`src/rtl/seq_restoring_divider.sv`:
```
// Multi-cycle unsigned restoring divider: one quotient bit per clock,
// MSB first, with a start/busy/done handshake and a single-edge
// divide-by-zero path.
module seq_restoring_divider #(
  parameter int WIDTH = 4
) (
  input  logic             clk,
  input  logic             rst,
  input  logic             start,
  input  logic [WIDTH-1:0] dividend,
  input  logic [WIDTH-1:0] divisor,
  output logic             busy,
  output logic             done,
  output logic [WIDTH-1:0] quotient,
  output logic [WIDTH-1:0] remainder,
  output logic             dbz
);

  localparam int CNT_W = $clog2(WIDTH);

  typedef enum logic [1:0] {S_IDLE, S_RUN, S_DONE} state_e;

  state_e             state_q, state_d;
  logic [CNT_W-1:0]   cnt_q, cnt_d;
  logic [WIDTH:0]     prem_q, prem_d;
  logic [WIDTH-1:0]   quo_sh_q, quo_sh_d;
  logic [WIDTH-1:0]   dvd_q, dvd_d;
  logic [WIDTH-1:0]   dvs_q, dvs_d;
  logic [WIDTH-1:0]   quotient_q, quotient_d;
  logic [WIDTH-1:0]   remainder_q, remainder_d;
  logic               dbz_q, dbz_d;
  logic [WIDTH+1:0]   step;

  // One restoring iteration: shift in the next dividend bit, trial-subtract
  // the zero-extended divisor, keep or restore. Returns {quotient_bit, prem}.
  // The kept partial remainder is always < divisor, so the shifted value
  // fits in WIDTH+1 bits and bit WIDTH of the difference is its sign.
  function automatic logic [WIDTH+1:0] div_step(input logic [WIDTH:0]   prem,
                                                input logic             in_bit,
                                                input logic [WIDTH-1:0] dvs);
    logic [WIDTH:0] shifted;
    logic [WIDTH:0] trial;
    shifted = (prem << 1) | {{WIDTH{1'b0}}, in_bit};
    trial   = shifted - {1'b0, dvs};
    if (trial[WIDTH]) return {1'b0, shifted};
    else              return {1'b1, trial};
  endfunction

  // Next-state, datapath and result update for the IDLE/RUN/DONE sequencer.
  always_comb begin
    state_d     = state_q;
    cnt_d       = cnt_q;
    prem_d      = prem_q;
    quo_sh_d    = quo_sh_q;
    dvd_d       = dvd_q;
    dvs_d       = dvs_q;
    quotient_d  = quotient_q;
    remainder_d = remainder_q;
    dbz_d       = dbz_q;
    step        = div_step(prem_q, dvd_q[WIDTH-1], dvs_q);

    case (state_q)
      S_IDLE, S_DONE: begin
        // DONE returns to IDLE unless a back-to-back start is accepted.
        state_d = S_IDLE;
        if (start) begin
          if (divisor != '0) begin
            dvd_d    = dividend;
            dvs_d    = divisor;
            prem_d   = '0;
            quo_sh_d = '0;
            cnt_d    = CNT_W'(WIDTH - 1);
            state_d  = S_RUN;
          end else begin
            // Divide by zero resolves on this single edge.
            dbz_d       = 1'b1;
            quotient_d  = '1;
            remainder_d = dividend;
            state_d     = S_DONE;
          end
        end
      end
      S_RUN: begin
        prem_d   = step[WIDTH:0];
        quo_sh_d = {quo_sh_q[WIDTH-2:0], step[WIDTH+1]};
        dvd_d    = {dvd_q[WIDTH-2:0], 1'b0};
        if (cnt_q == '0) begin
          quotient_d  = {quo_sh_q[WIDTH-2:0], step[WIDTH+1]};
          remainder_d = step[WIDTH-1:0];
          dbz_d       = 1'b0;
          state_d     = S_DONE;
        end else begin
          cnt_d = cnt_q - CNT_W'(1);
        end
      end
      default: state_d = S_IDLE;
    endcase
  end

  // Control state and visible results; reset clears them.
  always_ff @(posedge clk) begin
    if (rst) begin
      state_q     <= S_IDLE;
      cnt_q       <= '0;
      quotient_q  <= '0;
      remainder_q <= '0;
      dbz_q       <= 1'b0;
    end else begin
      state_q     <= state_d;
      cnt_q       <= cnt_d;
      quotient_q  <= quotient_d;
      remainder_q <= remainder_d;
      dbz_q       <= dbz_d;
    end
  end

  // Working datapath registers; only meaningful while RUN, so left unreset.
  always_ff @(posedge clk) begin
    prem_q   <= prem_d;
    quo_sh_q <= quo_sh_d;
    dvd_q    <= dvd_d;
    dvs_q    <= dvs_d;
  end

  assign busy      = (state_q == S_RUN);
  assign done      = (state_q == S_DONE);
  assign quotient  = quotient_q;
  assign remainder = remainder_q;
  assign dbz       = dbz_q;

endmodule
```
`config.mk`:
```
export PLATFORM = sky130hd
export DESIGN_NAME = seq_restoring_divider
export DESIGN_NICKNAME = d
export VERILOG_FILES = /design/src/rtl/seq_restoring_divider.sv
export SDC_FILE = /design/constraint.sdc
export NUM_CORES = 1
export LEC_CHECK = 0
export ABC_AREA = 1
export ABC_CLOCK_PERIOD_IN_PS = 5050
export BUFFER_PORTS_ARGS = -buffer_cell sky130_fd_sc_hd__clkbuf_2
export CORE_UTILIZATION = 59
export DETAILED_ROUTE_END_ITERATION = 8
export PLACE_DENSITY = 0.82
export SKIP_LAST_GASP = 1
export SLEW_MARGIN = 40
export SYNTH_ARGS = -nofsm -noshare
export SYNTH_HDL_FRONTEND = slang
export SYNTH_SLANG_ARGS = --single-unit
```
`constraint.sdc`:
```
create_clock -name clk -period 5.05 [get_ports clk]
set_clock_uncertainty 0.15 [all_clocks]
set_input_delay 1.515 -clock clk [delete_from_list [all_inputs] [get_ports clk]]
set_output_delay 1.515 -clock clk [all_outputs]
set_load 0.1 [all_outputs]
```
======== Word-level counts from Yosys, hierarchy flattened ========
Cells that the tools add are included.
operators by class
  div/mod/pow operators ................... 0
  shift operators ......................... 0
  magnitude comparators ................... 0
  bitwise operators ....................... 1
  multipliers ............................. 0
  add/subtract/negate cells ............... 2
  mux-type cells .......................... 30
  reduce and logical (&&, ||, !) cells .... 9
  eq/ne operators ......................... 7
operator list
  cell                                                                 number
  4-bit 2-to-1 mux                                                     10
  4-bit case mux with 2 select lines                                   4
  2-bit 2-to-1 mux                                                     6
  2-bit != test (second input constant)                                4
  2-bit case mux with 2 select lines                                   2
  4-bit AND reduction                                                  2
  3-bit 2-to-1 mux                                                     2
  6-bit 2-to-1 mux                                                     1
  3-bit case mux with 2 select lines                                   1
  3-bit AND reduction                                                  2
  5-bit by 1-bit bitwise OR with 5-bit output                          1
  5-bit by 4-bit subtractor with 5-bit output                          1
  2-bit logical NOT                                                    2
  4-bit nonzero test                                                   1
  1-bit 2-to-1 mux                                                     3
  2-bit by 1-bit == test with 1-bit output (second input constant)     1
  2-bit == test (second input constant)                                1
  2-bit by 1-bit != test with 1-bit output (second input constant)     1
  1-bit case mux with 2 select lines                                   1
  2-bit nonzero test                                                   1
  2-bit OR reduction                                                   1
  2-bit by 1-bit subtractor with 2-bit output (second input constant)  1
word-level totals
  memories kept ........................... 0
  word-level logic and storage cells ...... 58
  bits of input ports ..................... 11
  bits in registers ....................... 28
  RAM bits ................................ 0
  memory bits (read-only) ................. 0
  bits in latches ......................... 0

======== Depth between registers and ports, before layout ========
Gate-level depths: netlist of the first run.
  word-level depth ........................ 5
  depth in mapped cells ................... 12
  gate-level depth less buffers ........... 12

======== Worst setup path before layout of the first run ========
OpenSTA, ideal clock, no wires.
  path type ............................... reg2out
  start ................................... register state_q[1]
  end ..................................... output done
  required time ........................... 3.385 ns
  slack ................................... 1.730 ns
  stages on the path, launching flop included .. 3
  data arrival time ....................... 1.655 ns
  path buffers ............................ 0
  cell sequence ........................... dfxtp_1 -> inv_1 -> nor2_1
between the ends
  word-level cells in the longest chain between the ends .. 1
RTL lines
  element                   RTL line  source
  start: declaration        23        state_e state_q, state_d;
  start signal: assignment  109       state_q <= state_d;
  2-bit == test             126       assign done = (state_q == S_DONE);
  end: declaration          13        output logic done,
Every way passes these cells.

======== Worst setup path after layout of the first run ========
  start ................................... register state_q[0]
  end ..................................... output busy
between the ends
  word-level cells in the longest chain between the ends .. 1
RTL lines
  element                                   RTL line  source
  2-bit by 1-bit == test with 1-bit output  125       assign busy = (state_q == S_RUN);
  end: declaration                          12        output logic busy,
Every way passes these cells.

==> results of run 1 <==
## metrics by stage
stage	instance area [µm²]	hold WS, ns
3_3_place_gp	1540	0.306
3_5_place_dp	1540	0.307
5_1_grt	1590	0.363
2_1_floorplan	1420	0.291
6_report	1590	0.327
4_1_cts	1590	0.327
## how the worst max path moves through the flow
stage          startpoint   end  slack (ns)
2_1_floorplan  state_q[1]  done        1.73
3_3_place_gp   state_q[0]  busy        2.10
3_5_place_dp   state_q[0]  busy        2.07
4_1_cts        state_q[0]  busy        1.69
5_1_grt        state_q[0]  busy        1.59
6_report       state_q[0]  busy        1.68
## metal layers
layer,vias up,global-route usage [%]
met5,-,0
met4,0,9.72
met3,9,3.27
met2,30,41.4
met1,528,26.5
li1,581,-
## where the power goes
| part | internal (µW) | switching, µW |
|---|---|---|
| Combinational | 40.2 | 128 |
| Sequential | 268 | 12.5 |
| Clock | 80.4 | 65.1 |
## registers in the layout, indices dropped and copies added (netlist names)
register   count
prem_q         4
dbz            1
quo_sh_q       3
state_q        2
dvd_q          4
quotient       4
dvs_q          4
cnt_q          2
remainder      4
## placed cells by master (no fill, tap or decap), drive strengths merged
cell,count
a21oi,12
ha,5
nand4,1
clkbuf,24
fa,1
nand3,20
dfxtp,13
bufinv,1
edfxtp,15
nor3,1
o21ai,13
xor2,1
nor2,16
inv,42
nand2,26
## critical path, cell delays in order (launching register included)
cell,delay [ns]
sky130_fd_sc_hd__dfxtp_1,0.41
sky130_fd_sc_hd__inv_2,0.06
sky130_fd_sc_hd__nor2_4,0.37
sky130_fd_sc_hd__clkbuf_2,0.54
## area by class of cell
class | instances | area, µm²
multi-input cells | 96 | 527
fillers | 188 | 646
repair buffers | 21 | 105
well taps | 28 | 35.0
flip-flops and latches | 28 | 711
clock buffers | 3 | 22.5
inverters | 42 | 158
clock inverters | 1 | 30.0
## cell families after synthesis
group / count (synthesis) / share of synthesized area, %
flip-flops: 28 / 50.0
buffers and inverters: 45 / 12.9
adder cells (fa/ha/maj): 6 / 5.81
AO/OA/AOI/OAI: 25 / 8.80
AND/OR/NAND/NOR: 64 / 21.8
XOR/XNOR: 1 / 0.616
==> flow_results.org, run 1 <==
** Critical path
- Worst R2R Path Depth :: 11
- The worst register-to-register path has a setup slack of 2.99 ns.
- The worst setup path is of the flop to output pin kind.
- For the worst setup path, the data required time is 3.39 ns.
- In this run the worst path has a maximum fanout of 22.
- Crit end category :: output pin
- FF-to-FF End :: remainder[0]
- The worst setup path is launched from a flop.
- The startpoint identified for the worst register-to-register timing path is dvd_q[3].
- Data arrives at the worst endpoint at 1.71 ns.

** Drt
- Detailed-routed wire length on met2 :: 1370 µm
- Highest routing layer actually used :: met4
- Routed wire length on met3 :: 89 µm
- After detailed routing, the total wire length is 2670 µm.
- The first detailed-routing pass took 4 iterations.
- Routed WL per cell :: 12.2 µm
- WL met1 :: 1130 µm
- Vias per std cell :: 5.24
- Antenna Violating Nets Remaining :: 0
- The routed layout has 1148 vias.
- In the routed design, unresolved DRC markers number 0.
- After the first detailed-routing iteration, the DRC count stood at 38.

** Hold path
- Type of the most critical hold path :: flop to flop
- Endpoint with the worst hold slack :: dbz
- In this run the most critical hold path is launched from dbz.
- Hold path depth :: 2

** Placement
- Total placed cells including tap cells :: 215
- Post-placement setup slack :: 2.07 ns
- Global placer's final weighted congestion :: 0.800
- Post-detail-place hpwl :: 2070 µm
- Port buffering added 21 buffers.

** Floorplanning
- Die Y-Extent :: 51.1 µm
- Floorplan die area :: 2610 µm²
- Once the floorplan was initialized, standard cells occupied 63.6% of the core.
- The core region is 2230 µm².
- From left edge to right edge, the die measures 51.1 µm.
- Ports :: 22
- Floorplan row count :: 17

** Finish
- Final Instance Count excl. Fillers :: 219
- The repair_antennas step left the layout with diodes totalling 0.
- Cells fill 71.1% of the core in the end.
- Count of nets after finishing :: 209
- Fraction of final layout cells with drive strength greater than 1 :: 19.4%
- Layout overhead on the synthesized area :: 11.7%

** Synthesis
- Proportion of netlist area held by the largest area contributor :: 31.7%
- The largest total area in the synthesized netlist belongs to sky130_fd_sc_hd__edfxtp_1.
- After synthesis, the most frequently instantiated cells are sky130_fd_sc_hd__inv_1, sky130_fd_sc_hd__nand2_1, sky130_fd_sc_hd__nand3_1.
- Summing the sequential cell areas from Yosys gives 50.0% of the chip area.
- Leading post-synthesis cells by cell area :: sky130_fd_sc_hd__edfxtp_1, sky130_fd_sc_hd__dfxtp_1, sky130_fd_sc_hd__inv_1
- The number of nets in the synthesized netlist is 186.
- After synthesis, the share of flip-flops with an asynchronous set or reset is 0%.
- Counting distinct cell types in the post-synthesis netlist gives 21.
- Prevailing post-synth register cell :: sky130_fd_sc_hd__edfxtp_1
- In the synthesized netlist, the number of instances is 169.
- Seq cells post-synth :: 28
- Yosys instantiated no cell more often than sky130_fd_sc_hd__inv_1.
- Yosys warns :: 0
- Each instance of the synthesized netlist takes up on average 8.41 µm².
- In this run the cell area of the synthesized design comes to 1420 µm².
- In this run, synthesis inferred 15 flip-flops with an integrated enable.

** STA
- Count of pins over their slew limit :: 0
- Static timing analysis puts the maximum clock frequency at 296 MHz.
- Final period util :: 66.8%
- Number of hold-slack violations in the final timing report :: 0
- For the pin with the worst max-slew slack, the measured transition is 0.556 ns.
- Adding up every negative setup slack in the final design gives 0 ns.
- The worst pin sits at a relative slew slack of 63.1%.
- Time the worst path needs with I/O delays and setup :: 3.37 ns
- Setup repair after global routing left no endpoint under its margin.
- Final Setup Violations :: 0
- Setup slack closes at 1.68 ns.

** Power
- Power comes to 594 µW.
- The worst-case IR drop observed on VDD is 0.000297 V.
- Power per unit of standard cell area :: 374 nW/µm²
- Leakage dissipation :: 0.000853 µW

** Flow run
- The tool flagged a number of max-cap violations equal to 0.

** Global routing
- Via count of the first global-routing pass :: 1037
- The initial antenna violation count was 0.
- Entering global routing, the biggest net connects 23 pins.
- After global routing the overflow that remains totals 0.
- Global routing used 22.8% of the available tracks.
- Global-route wire length before repair :: 4400 µm

** CTS
- The root buffer cell chosen for the clock tree is sky130_fd_sc_hd__clkbuf_4.
- Clock edge transition at the registers on the reported setup and hold paths :: 0.14 ns
- Post-CTS Setup Repair Bufs :: 0
- CTS built an H-tree with a depth of 1.
- In this run, CTS created clock tree buffers numbering 3.
- TritonCTS clock tree :: done
- Quantity of hold-fixing buffers added after cts :: 0
- The clock drives 28 sinks.
- Post-CTS sizing :: 0
- The clock passes through at most 2 buffers.
- Clk_lat worst skew :: 0.33 ns

** Outcome
- Run status :: finished, final reports clean
No activity file was read; power rests on OpenSTA's default activity.
==> run 2: changes to the inputs <==
--- a/config.mk
+++ b/config.mk
@@ -6,11 +6,11 @@
 export NUM_CORES = 1
 export LEC_CHECK = 0
 export ABC_AREA = 1
-export ABC_CLOCK_PERIOD_IN_PS = 5050
+export ABC_CLOCK_PERIOD_IN_PS = 2900
 export BUFFER_PORTS_ARGS = -buffer_cell sky130_fd_sc_hd__clkbuf_2
-export CORE_UTILIZATION = 59
+export CORE_UTILIZATION = 50
 export DETAILED_ROUTE_END_ITERATION = 8
-export PLACE_DENSITY = 0.82
+export PLACE_DENSITY = 0.74
 export SKIP_LAST_GASP = 1
 export SLEW_MARGIN = 40
 export SYNTH_ARGS = -nofsm -noshare
==> constraint.sdc (replaced) <==
create_clock -name clk -period 2.9 [get_ports clk]
set_clock_uncertainty 0.15 [all_clocks]
set_input_delay 0.87 -clock clk [delete_from_list [all_inputs] [get_ports clk]]
set_output_delay 0.87 -clock clk [all_outputs]
set_load 0.1 [all_outputs]
==> flow_results.org, run 2 (synthesis results as in run 1) <==
** Outcome
- Run status :: finished, final reports clean

** Placement
- The congestion estimate from routability-driven global placement came to 0.811.
- Post-detail-place hpwl :: 2060 µm
- Port Buf Inserts :: 21

** Power
- Power per unit of standard cell area :: 627 nW/µm²
- Worst ir drop on vdd :: 0.000433 V
- Summed over all cells, the static leakage comes to 0.000857 µW.

** Drt
- Routed wire length :: 2510 µm
- Antenna Violating Nets Remaining :: 0
- Vias per std cell :: 4.94
- For this run, the detailed router's first-pass iteration total came to 4.
- Routed WL per cell :: 11.3 µm
- After detailed routing, the number of remaining DRC violations is 0.
- Summing over every cut layer, the via total after detailed routing is 1097.
- In this run, the number of DRC markers left after iteration 0 of detailed routing was 26.

** Finish
- Leading cell type in the layout, fill and taps excluded :: sky130_fd_sc_hd__inv_1
- In the layout the commonest cells are sky130_fd_sc_hd__inv_1, sky130_fd_sc_hd__nand2_1, sky130_fd_sc_hd__clkbuf_2, sky130_fd_sc_hd__nand3_1, sky130_fd_sc_hd__edfxtp_1.
- Compared with the post-synthesis result, the final layout area differs by 12.1%.
- Antenna fix cells :: 0
- Utilization of the core after routing :: 61.5%
- Count of nets after finishing :: 210
- The layout has 237 filler cells.
- Cells with a size suffix above 1 make up 19.8% of the layout.

** Floorplanning
- After floorplanning, the core was divided into 18 placement rows.
- The initial utilization of the core area, before any placement, comes to 54.9%.
- During I/O placement, the number of pins put on the boundary was 22.
- The die is 55.3 µm wide.
- The floorplan step defined a die boundary enclosing 3060 µm².
- The core region is 2590 µm².
- The die is 55.3 µm tall.

** CTS
- The number of gates resized after CTS was 0.
- The tree is rooted in a sky130_fd_sc_hd__clkbuf_4.
- Maximum buffer depth of the clock tree :: 2
- Total clock buffers created by CTS :: 3
- Quantity of hold-fixing buffers added after cts :: 0
- TritonCTS clock tree :: done
- Post-CTS Setup Repair Bufs :: 0
- CTS built an H-tree with a depth of 1.
- The later pin in the worst-skew pair is clocked with a latency of 0.33 ns.
- Clock-pin slew was measured on the worst setup and hold paths at 0.15 ns.
- Clock tree synthesis found a total of 28 sinks.

** Hold path
- Type of the most critical hold path :: flop to flop

** STA
- For the pin with the worst max-slew slack, the measured transition is 0.542 ns.
- Count of pins over their slew limit :: 0
- Unrepaired setup endpoints after global routing :: false
- Time the worst path needs with I/O delays and setup :: 2.39 ns
- Highest Clock Rate :: 418 MHz
- For the final routed database, the setup TNS stands at 0 ns.
- Final period util :: 82.6%
- Max-slew headroom :: 64.0%
- The number of hold violations in the final report is 0.
- Setup violations remaining at the end of the flow were counted as 0.

** Global routing
- Entering global routing, the biggest net connects 22 pins.
- Initial antenna violation count :: 0
- In the global route stage, overall resource usage came out at 18.2%.
- Via count of the first global-routing pass :: 1087
- Overflow left after global routing :: 0
- The first global-routing pass estimated 4420 µm of wire.

** Critical path
- Required time of the critical path :: 1.88 ns
- For the worst setup path, the data arrival time is 1.37 ns.
- Along the worst path, the maximum fanout reaches 3.
- Crit end category :: output pin
- The cell family contributing the most delay on the critical path is buffers and inverters.
- Cell-by-cell listing of the critical path :: inv_2 > nor2_4 > clkbuf_2
- Among all stages on the critical path, the largest delay is contributed by sky130_fd_sc_hd__clkbuf_2.
- Critical path class :: flop to output pin
- Startpoint class of the critical path :: flop
- Buffers and inverters on the worst path :: 2
- The largest single stage delay on the critical path is 0.46 ns.

** Flow run
- Max-cap violations :: 0
[run 2: worst paths after layout]
check | slack (ns) | cells past startpoint | to | start
setup / recovery | 0.51 | 3 | busy | state_q[0]
hold / removal | 0.33 | 2 | dbz | dbz
setup reg to reg | 0.88 | 10 | prem_q[3] | dvd_q[3]
hold reg to reg | 0.33 | 2 | dbz | dbz
[run 2: cell type report]
| class | count | area, µm² | share of cell area (%) |
|---|---|---|---|
| tap | 30 | 37.5 | 2.36 |
| sequential | 28 | 711 | 44.6 |
| inverter | 42 | 158 | 9.90 |
| timing repair buffer | 22 | 113 | 7.07 |
| clock buffer | 4 | 47.5 | 2.99 |
| multi-input combinational | 96 | 527 | 33.1 |
[run 2: through the flow]
stage          hold WS (ns)  cells  setup WS [ns]  cell area [µm²]  total power (µW)
2_1_floorplan         0.291    169          0.225             1420               731
3_3_place_gp          0.307    218          0.802             1550               776
3_5_place_dp          0.314    218          0.717             1550               787
4_1_cts               0.335    222          0.515             1590              1000
5_1_grt               0.360    222          0.475             1590              1050
6_report              0.330    222          0.506             1590               998
[run 2: routing by layer]
layer	vias to the layer above	share of wire (%)	GRT usage, %	routed length [µm]
met5	-	0	0	0
met4	0	1.1	5.71	28
met3	4	2.4	3.75	59
met2	11	51	33.2	1270
met1	496	46	21.0	1150
li1	586	-	-	-
[run 2: worst reg2reg max path: cells and delay by family (launching register included)]
family	cells	cell delay (ns)
buffers and inverters	2	0.13
DFF	1	0.42
and+or+nand+nor	6	0.55
adders and majority gates	2	0.56
[run 2: where the power goes]
group / switching (µW) / internal, µW
clock: 116 / 106
combinational: 218 / 71.0
sequential: 20.8 / 466
